===== src/rtl/alu_ctrl_pipe.sv =====
`default_nettype none
// ============================================================================
// Module      : alu_ctrl_pipe
// Description : Decode-to-execute ALU control unit. Decodes the RV32I ALU
//               operation and, optionally, RV32M mul/div. The decoded control
//               is registered into the EX stage with valid/stall/flush
//               handling. Multi-cycle M-ext ops are sequenced by a latency
//               counter, and decode is held off until the op completes.
// Ports       : clk, rst_n              clock, synchronous active-low reset
//               in_valid / in_ready     decode-stage handshake
//               op_b5, funct3,          instruction fields from the decoder
//               funct7_b5, funct7_b0,
//               alu_op
//               ex_stall, flush         EX-stage freeze / squash
//               out_valid, alu_ctrl,    registered EX-stage control
//               md_sel, md_op, illegal
//               md_start, md_abort      single-cycle mul/div launch / kill
// Revision    : 1.0 - initial release
// ============================================================================
module alu_ctrl_pipe #(
    parameter int CTRL_W  = 4,
    parameter int EN_M    = 1,
    parameter int MUL_LAT = 4,
    parameter int DIV_LAT = 32
) (
    input  logic              clk,
    input  logic              rst_n,
    input  logic              in_valid,
    output logic              in_ready,
    input  logic              op_b5,
    input  logic [2:0]        funct3,
    input  logic              funct7_b5,
    input  logic              funct7_b0,
    input  logic [1:0]        alu_op,
    input  logic              ex_stall,
    input  logic              flush,
    output logic              out_valid,
    output logic [CTRL_W-1:0] alu_ctrl,
    output logic              md_sel,
    output logic [2:0]        md_op,
    output logic              md_start,
    output logic              md_abort,
    output logic              illegal
);

    localparam int c_MAX_LAT = (DIV_LAT > MUL_LAT) ? DIV_LAT : MUL_LAT;
    localparam int c_CNT_W   = $clog2(c_MAX_LAT + 1);

    localparam logic [c_CNT_W-1:0] c_MUL_CNT = c_CNT_W'(MUL_LAT - 1);
    localparam logic [c_CNT_W-1:0] c_DIV_CNT = c_CNT_W'(DIV_LAT - 1);
    localparam logic [c_CNT_W-1:0] c_CNT_ONE = c_CNT_W'(1);

    // ALU encodings, zero-extended to CTRL_W
    localparam logic [CTRL_W-1:0] c_ALU_AND  = CTRL_W'(4'b0000);
    localparam logic [CTRL_W-1:0] c_ALU_OR   = CTRL_W'(4'b0001);
    localparam logic [CTRL_W-1:0] c_ALU_ADD  = CTRL_W'(4'b0010);
    localparam logic [CTRL_W-1:0] c_ALU_XOR  = CTRL_W'(4'b0011);
    localparam logic [CTRL_W-1:0] c_ALU_SLL  = CTRL_W'(4'b0100);
    localparam logic [CTRL_W-1:0] c_ALU_SRL  = CTRL_W'(4'b0101);
    localparam logic [CTRL_W-1:0] c_ALU_SUB  = CTRL_W'(4'b0110);
    localparam logic [CTRL_W-1:0] c_ALU_SLT  = CTRL_W'(4'b0111);
    localparam logic [CTRL_W-1:0] c_ALU_SRA  = CTRL_W'(4'b1101);
    localparam logic [CTRL_W-1:0] c_ALU_SLTU = CTRL_W'(4'b1111);

    localparam logic [0:0] c_ST_IDLE = 1'b0;
    localparam logic [0:0] c_ST_BUSY = 1'b1;

    logic [0:0]         r_state;
    logic [c_CNT_W-1:0] r_cnt;
    logic               r_out_valid;
    logic [CTRL_W-1:0]  r_alu_ctrl;
    logic               r_md_sel;
    logic [2:0]         r_md_op;
    logic               r_md_start;
    logic               r_md_abort;
    logic               r_illegal;

    logic [CTRL_W-1:0]  w_ctrl;
    logic               w_illegal;
    logic               w_is_m;
    logic               w_accept;
    logic [c_CNT_W-1:0] w_lat_m1;

    // ------------------------------------------------------------------
    // Combinational decode. Illegal and M-ext encodings default to ADD so
    // the ALU never sees an undefined control word.
    // ------------------------------------------------------------------
    always_comb begin
        w_ctrl    = c_ALU_ADD;
        w_illegal = 1'b0;
        w_is_m    = 1'b0;
        case (alu_op)
            2'b00: w_ctrl = c_ALU_ADD;
            2'b01: w_ctrl = c_ALU_SUB;
            2'b10: begin
                if (op_b5 && funct7_b0) begin
                    if (EN_M != 0) begin
                        w_is_m = 1'b1;
                    end else begin
                        w_illegal = 1'b1;
                    end
                end else begin
                    case (funct3)
                        3'b000: w_ctrl = (op_b5 && funct7_b5) ? c_ALU_SUB : c_ALU_ADD;
                        3'b001: w_ctrl = c_ALU_SLL;
                        3'b010: w_ctrl = c_ALU_SLT;
                        3'b011: w_ctrl = c_ALU_SLTU;
                        3'b100: w_ctrl = c_ALU_XOR;
                        // funct7_b5 alone selects SRA: it applies to srai too
                        3'b101: w_ctrl = funct7_b5 ? c_ALU_SRA : c_ALU_SRL;
                        3'b110: w_ctrl = c_ALU_OR;
                        default: w_ctrl = c_ALU_AND;
                    endcase
                end
            end
            default: w_illegal = 1'b1;
        endcase
    end

    assign in_ready = (r_state == c_ST_IDLE) && !ex_stall;
    assign w_accept = in_valid && in_ready && !flush;
    assign w_lat_m1 = funct3[2] ? c_DIV_CNT : c_MUL_CNT;

    // ------------------------------------------------------------------
    // Control FSM and output registers
    // ------------------------------------------------------------------
    always_ff @(posedge clk) begin
        if (!rst_n) begin
            r_state     <= c_ST_IDLE;
            r_cnt       <= '0;
            r_out_valid <= 1'b0;
            r_alu_ctrl  <= '0;
            r_md_sel    <= 1'b0;
            r_md_op     <= 3'b000;
            r_md_start  <= 1'b0;
            r_md_abort  <= 1'b0;
            r_illegal   <= 1'b0;
        end else if (flush) begin
            // Flush wins over stall. The launch cycle is already BUSY, so
            // checking the state covers both a running and a just-started op.
            r_out_valid <= 1'b0;
            r_md_start  <= 1'b0;
            r_md_abort  <= (r_state == c_ST_BUSY);
            r_state     <= c_ST_IDLE;
            r_cnt       <= '0;
        end else if (!ex_stall) begin
            r_md_start <= 1'b0;
            r_md_abort <= 1'b0;
            case (r_state)
                c_ST_IDLE: begin
                    if (w_accept) begin
                        if (w_is_m) begin
                            r_state     <= c_ST_BUSY;
                            r_cnt       <= w_lat_m1;
                            r_md_start  <= 1'b1;
                            r_md_op     <= funct3;
                            r_md_sel    <= 1'b1;
                            r_out_valid <= 1'b0;
                            r_alu_ctrl  <= c_ALU_ADD;
                            r_illegal   <= 1'b0;
                        end else begin
                            r_out_valid <= 1'b1;
                            r_alu_ctrl  <= w_ctrl;
                            r_illegal   <= w_illegal;
                            r_md_sel    <= 1'b0;
                        end
                    end else begin
                        r_out_valid <= 1'b0;
                    end
                end
                c_ST_BUSY: begin
                    if (r_cnt == c_CNT_ONE) begin
                        r_state     <= c_ST_IDLE;
                        r_cnt       <= '0;
                        r_out_valid <= 1'b1;
                    end else begin
                        r_cnt <= r_cnt - c_CNT_ONE;
                    end
                end
                default: begin
                    r_state <= c_ST_IDLE;
                    r_cnt   <= '0;
                end
            endcase
        end
    end

    assign out_valid = r_out_valid;
    assign alu_ctrl  = r_alu_ctrl;
    assign md_sel    = r_md_sel;
    assign md_op     = r_md_op;
    assign illegal   = r_illegal;
    // Pulses are masked while frozen; the held register re-emits the pulse
    // in the first unfrozen cycle, when the mul/div datapath can act on it.
    assign md_start  = r_md_start && !ex_stall;
    assign md_abort  = r_md_abort && !ex_stall;

endmodule
`default_nettype wire


===== config.mk =====
export PLATFORM = sky130hd
export DESIGN_NAME = alu_ctrl_pipe
export DESIGN_NICKNAME = d
export VERILOG_FILES = /design/src/rtl/alu_ctrl_pipe.sv
export SDC_FILE = /design/constraint.sdc
export NUM_CORES = 1
export LEC_CHECK = 0
export ABC_AREA = 1
export ABC_CLOCK_PERIOD_IN_PS = 3200
export CAP_MARGIN = 20
export CORE_MARGIN = 8
export CORE_UTILIZATION = 30
export DETAILED_ROUTE_END_ITERATION = 8
export GPL_TIMING_DRIVEN = 0
export PLACE_DENSITY = 0.6
export SYNTH_ARGS = -nofsm -noshare
export SYNTH_HDL_FRONTEND = slang
export SYNTH_SLANG_ARGS = --single-unit

===== constraint.sdc =====
create_clock -name clk -period 3.2 [get_ports clk]
set_clock_uncertainty 0.2 [all_clocks]
set_input_delay 0.32 -clock clk [delete_from_list [all_inputs] [get_ports clk]]
set_output_delay 0.32 -clock clk [all_outputs]
set_load 0.01 [all_outputs]

==> reports/metrics.yaml, run 1 <==
synth-async-reset-ratio_pct: 0
cp-end-kind: "output pin"
fp.dieW_um: 75.23
grt_max_degree: 12
synthTopCellsByCount: "nand2_1, inv_1, dfxtp_1"
avgSynthCellArea_um2: 7.257
status: "finished clean"
layout-drive-gt1-share_pct: 12.07
cp.required_ps: 2680
finalHoldViolCount: 0
initial_utilization_pct: 31.29
comb_power_share_pct: 17.1
ys_types: 26
cts_resized: 0
synth_edf_count: 0
powerDensity_nw_per_um2: 322.5
hp-class: "flop to flop"
root_buffer: "clkbuf_4"
grt_pass1_vias: 1000
fin_crit_sh_pct: 68.72
wirelength_um: 2427
netlist.area_leader.share_pct: 36.15
die_h_um: 75.23
num_rows: 21
grt.overflow.total: 0
crit_path_start_kind: "input pin"
pwr-share-clk_pct: 28.3
ys_warn_count: 0
vdd_drop_max_mv: 0.1503
syn_to_final_growth_pct: 31.87
clk_pin_slew_ps: 100
avgViaCountPerCell: 4.514
drc: 0
fin_cells: 220
io_buffers: 25
cts_hold_buf: 0
worstMarginPinSlew_ps: 306.5
synthTopCellsByArea: "dfxtp_1, nand2_1, a21oi_1"
dpl.hpwl_um: 1986
fin_crit_ps: 2199
timing.fmax_mhz: 454.7
power_w: 0.0004474
n_antenna_cell: 0
setup_violations: 0
numCtsBuffers: 3
max_slew_margin_pct: 79.56
p_seq_share_pct: 54.6
syn_inst: 145
fin_util_pct: 41.26
place_inst: 216
p_int_w: 0.0003230
n_fill_cell: 389
dr_total_vias: 993
nets: 193
fp.dieArea_um2: 5659
dr.first_iter.drc_count: 41
cts_tree: "done"
clock_latency_ps: 310
synth_nets: 163
detail_route.wl_per_cell_um: 11.03
p_switching_w: 0.0001244
htreeDepth: 1
fin_tns_setup_ps: 0
dr.pass1.iters: 4
yosys_register_bits: 19
synth.most_common_cell: "nand2_1"
rsz0062_at_grt: "no"
path_class: "input pin to output pin"
drtAntennaViolNets: 0
post_cts.repair.setup_buffers: 0
core_area_um2: 3363
grt_util_all_layers_pct: 9.442
synth_top_area_cell: "dfxtp_1"
antenna_found_initial: 0
whs_ps: 248.7
clk_path_buf_depth: 2
clock_sinks: 19
report.final.slew_viol_count: 0
ys_seq_area_share_pct: 36.15
drv_cap: 0
cp_max_fo: 5
power.leakage_nw: 0.5866
critical_path_arrival_ps: 1680
io_pins: 26
synth_ff_type: "dfxtp_1"
swShare_pct: 27.80
synth.cell_area_um2: 1052
routabilityCongestion: 0.8362
grt_pass1_wl_um: 4202
## routing by layer
layer  part of all wire [%]  wire (um)  track usage (%)
met5                      0          0                0
met4                    1.3         32            4.051
met3                    6.5        158            3.196
met2                     48       1168            16.22
met1                     44       1067            10.28
## layout by cell type (no fill, tap or decap)
cell	n
clkinv_2	1
or2_4	1
nor2_2	3
nor2_4	2
nand4_1	2
inv_2	2
a21oi_1	16
nor3b_2	1
inv_1	20
nand3_1	3
nand2_2	1
clkbuf_4	3
o21ai_1	3
inv_4	1
xnor2_1	1
nor3_1	2
nand2_4	3
dfxtp_1	19
a21oi_2	1
clkdlybuf4s50_1	25
nand2_1	32
o21ai_0	8
o31ai_1	1
clkinv_4	1
nor2_1	13
o211ai_1	1
ha_1	5
nand3_4	1
xor2_1	2
## critical path, stage by stage
cell and delay [ps]:
clkdlybuf4s50_1 530, nor2_4 240, clkdlybuf4s50_1 590
## worst paths after layout
| path | startpoint | end | slack, ps | cells after the start |
|---|---|---|---|---|
| max reg2reg | r_state | r_cnt[3] | 1730 | 4 |
| max | ex_stall | in_ready | 1000 | 3 |
| min | out_valid | out_valid | 250 | 2 |
| min reg2reg | out_valid | out_valid | 250 | 2 |
## state kept, by name, indices dropped and copies added, names as in the netlist
register / count
r_cnt: 6
alu_ctrl: 4
md_op: 3
illegal: 1
md_sel: 1
out_valid: 1
r_md_abort: 1
r_md_start: 1
r_state: 1
## area by class of cell
type / count / area [um2] / share of cell area, %
Tap cell: 46 / 57.56 / 4.148
Inverter: 24 / 97.59 / 7.033
Clock buffer: 3 / 22.52 / 1.623
Timing Repair Buffer: 25 / 250.2 / 18.03
Clock inverter: 1 / 5.005 / 0.3607
Sequential cell: 19 / 380.4 / 27.41
Multi-Input combinational cell: 102 / 574.3 / 41.39
## kinds of logic (layout without fill, tap and decap cells)
group,Yosys count,after routing,share of synthesized area (%)
AOI/OAI and AO/OA,30,30,15.10
DFF,19,19,36.15
adders and majority gates,5,5,5.945
buffers and inverters,24,53,9.275
xor gates and xnor gates,3,3,2.497
and+or+nand+nor,64,64,31.04
## power by group through the flow
stage / combinational [W] / sequential [W] / clock (W)
6_report: 0.0000766 / 0.000244 / 0.000127
5_1_grt: 0.0000854 / 0.000245 / 0.000141
4_1_cts: 0.0000772 / 0.000244 / 0.000133
3_5_place_dp: 0.0000768 / 0.000250 / 0
3_3_place_gp: 0.0000764 / 0.000249 / 0
2_1_floorplan: 0.0000405 / 0.000251 / 0
## stage by stage
step | instance area (um2) | worst slack (ps)
floorplan | 1052 | 1756
global placement | 1360 | 1011
detailed placement | 1360 | 999.2
CTS | 1388 | 988.9
global route | 1388 | 941.0
finish | 1388 | 1001
(Power assumes the default switching activity.)
==> run 2: changes to the inputs <==
ABC_CLOCK_PERIOD_IN_PS = 2300   (was 3200)
clock period = 2.3 ns   (was 3.2 ns; I/O delays follow)
==> results of run 2 <==
Same layout as run 1 (identical final DEF). Status: finished clean.
Among the figures that moved: setup slack after placement 999.2 ps -> 250.2 ps; setup slack after layout 1001 ps -> 280.9 ps; register-to-register setup slack 1730 ps -> 830 ps; total power 0.0004474 W -> 0.0006225 W; worst IR drop on VDD 0.1503 mV -> 0.2091 mV
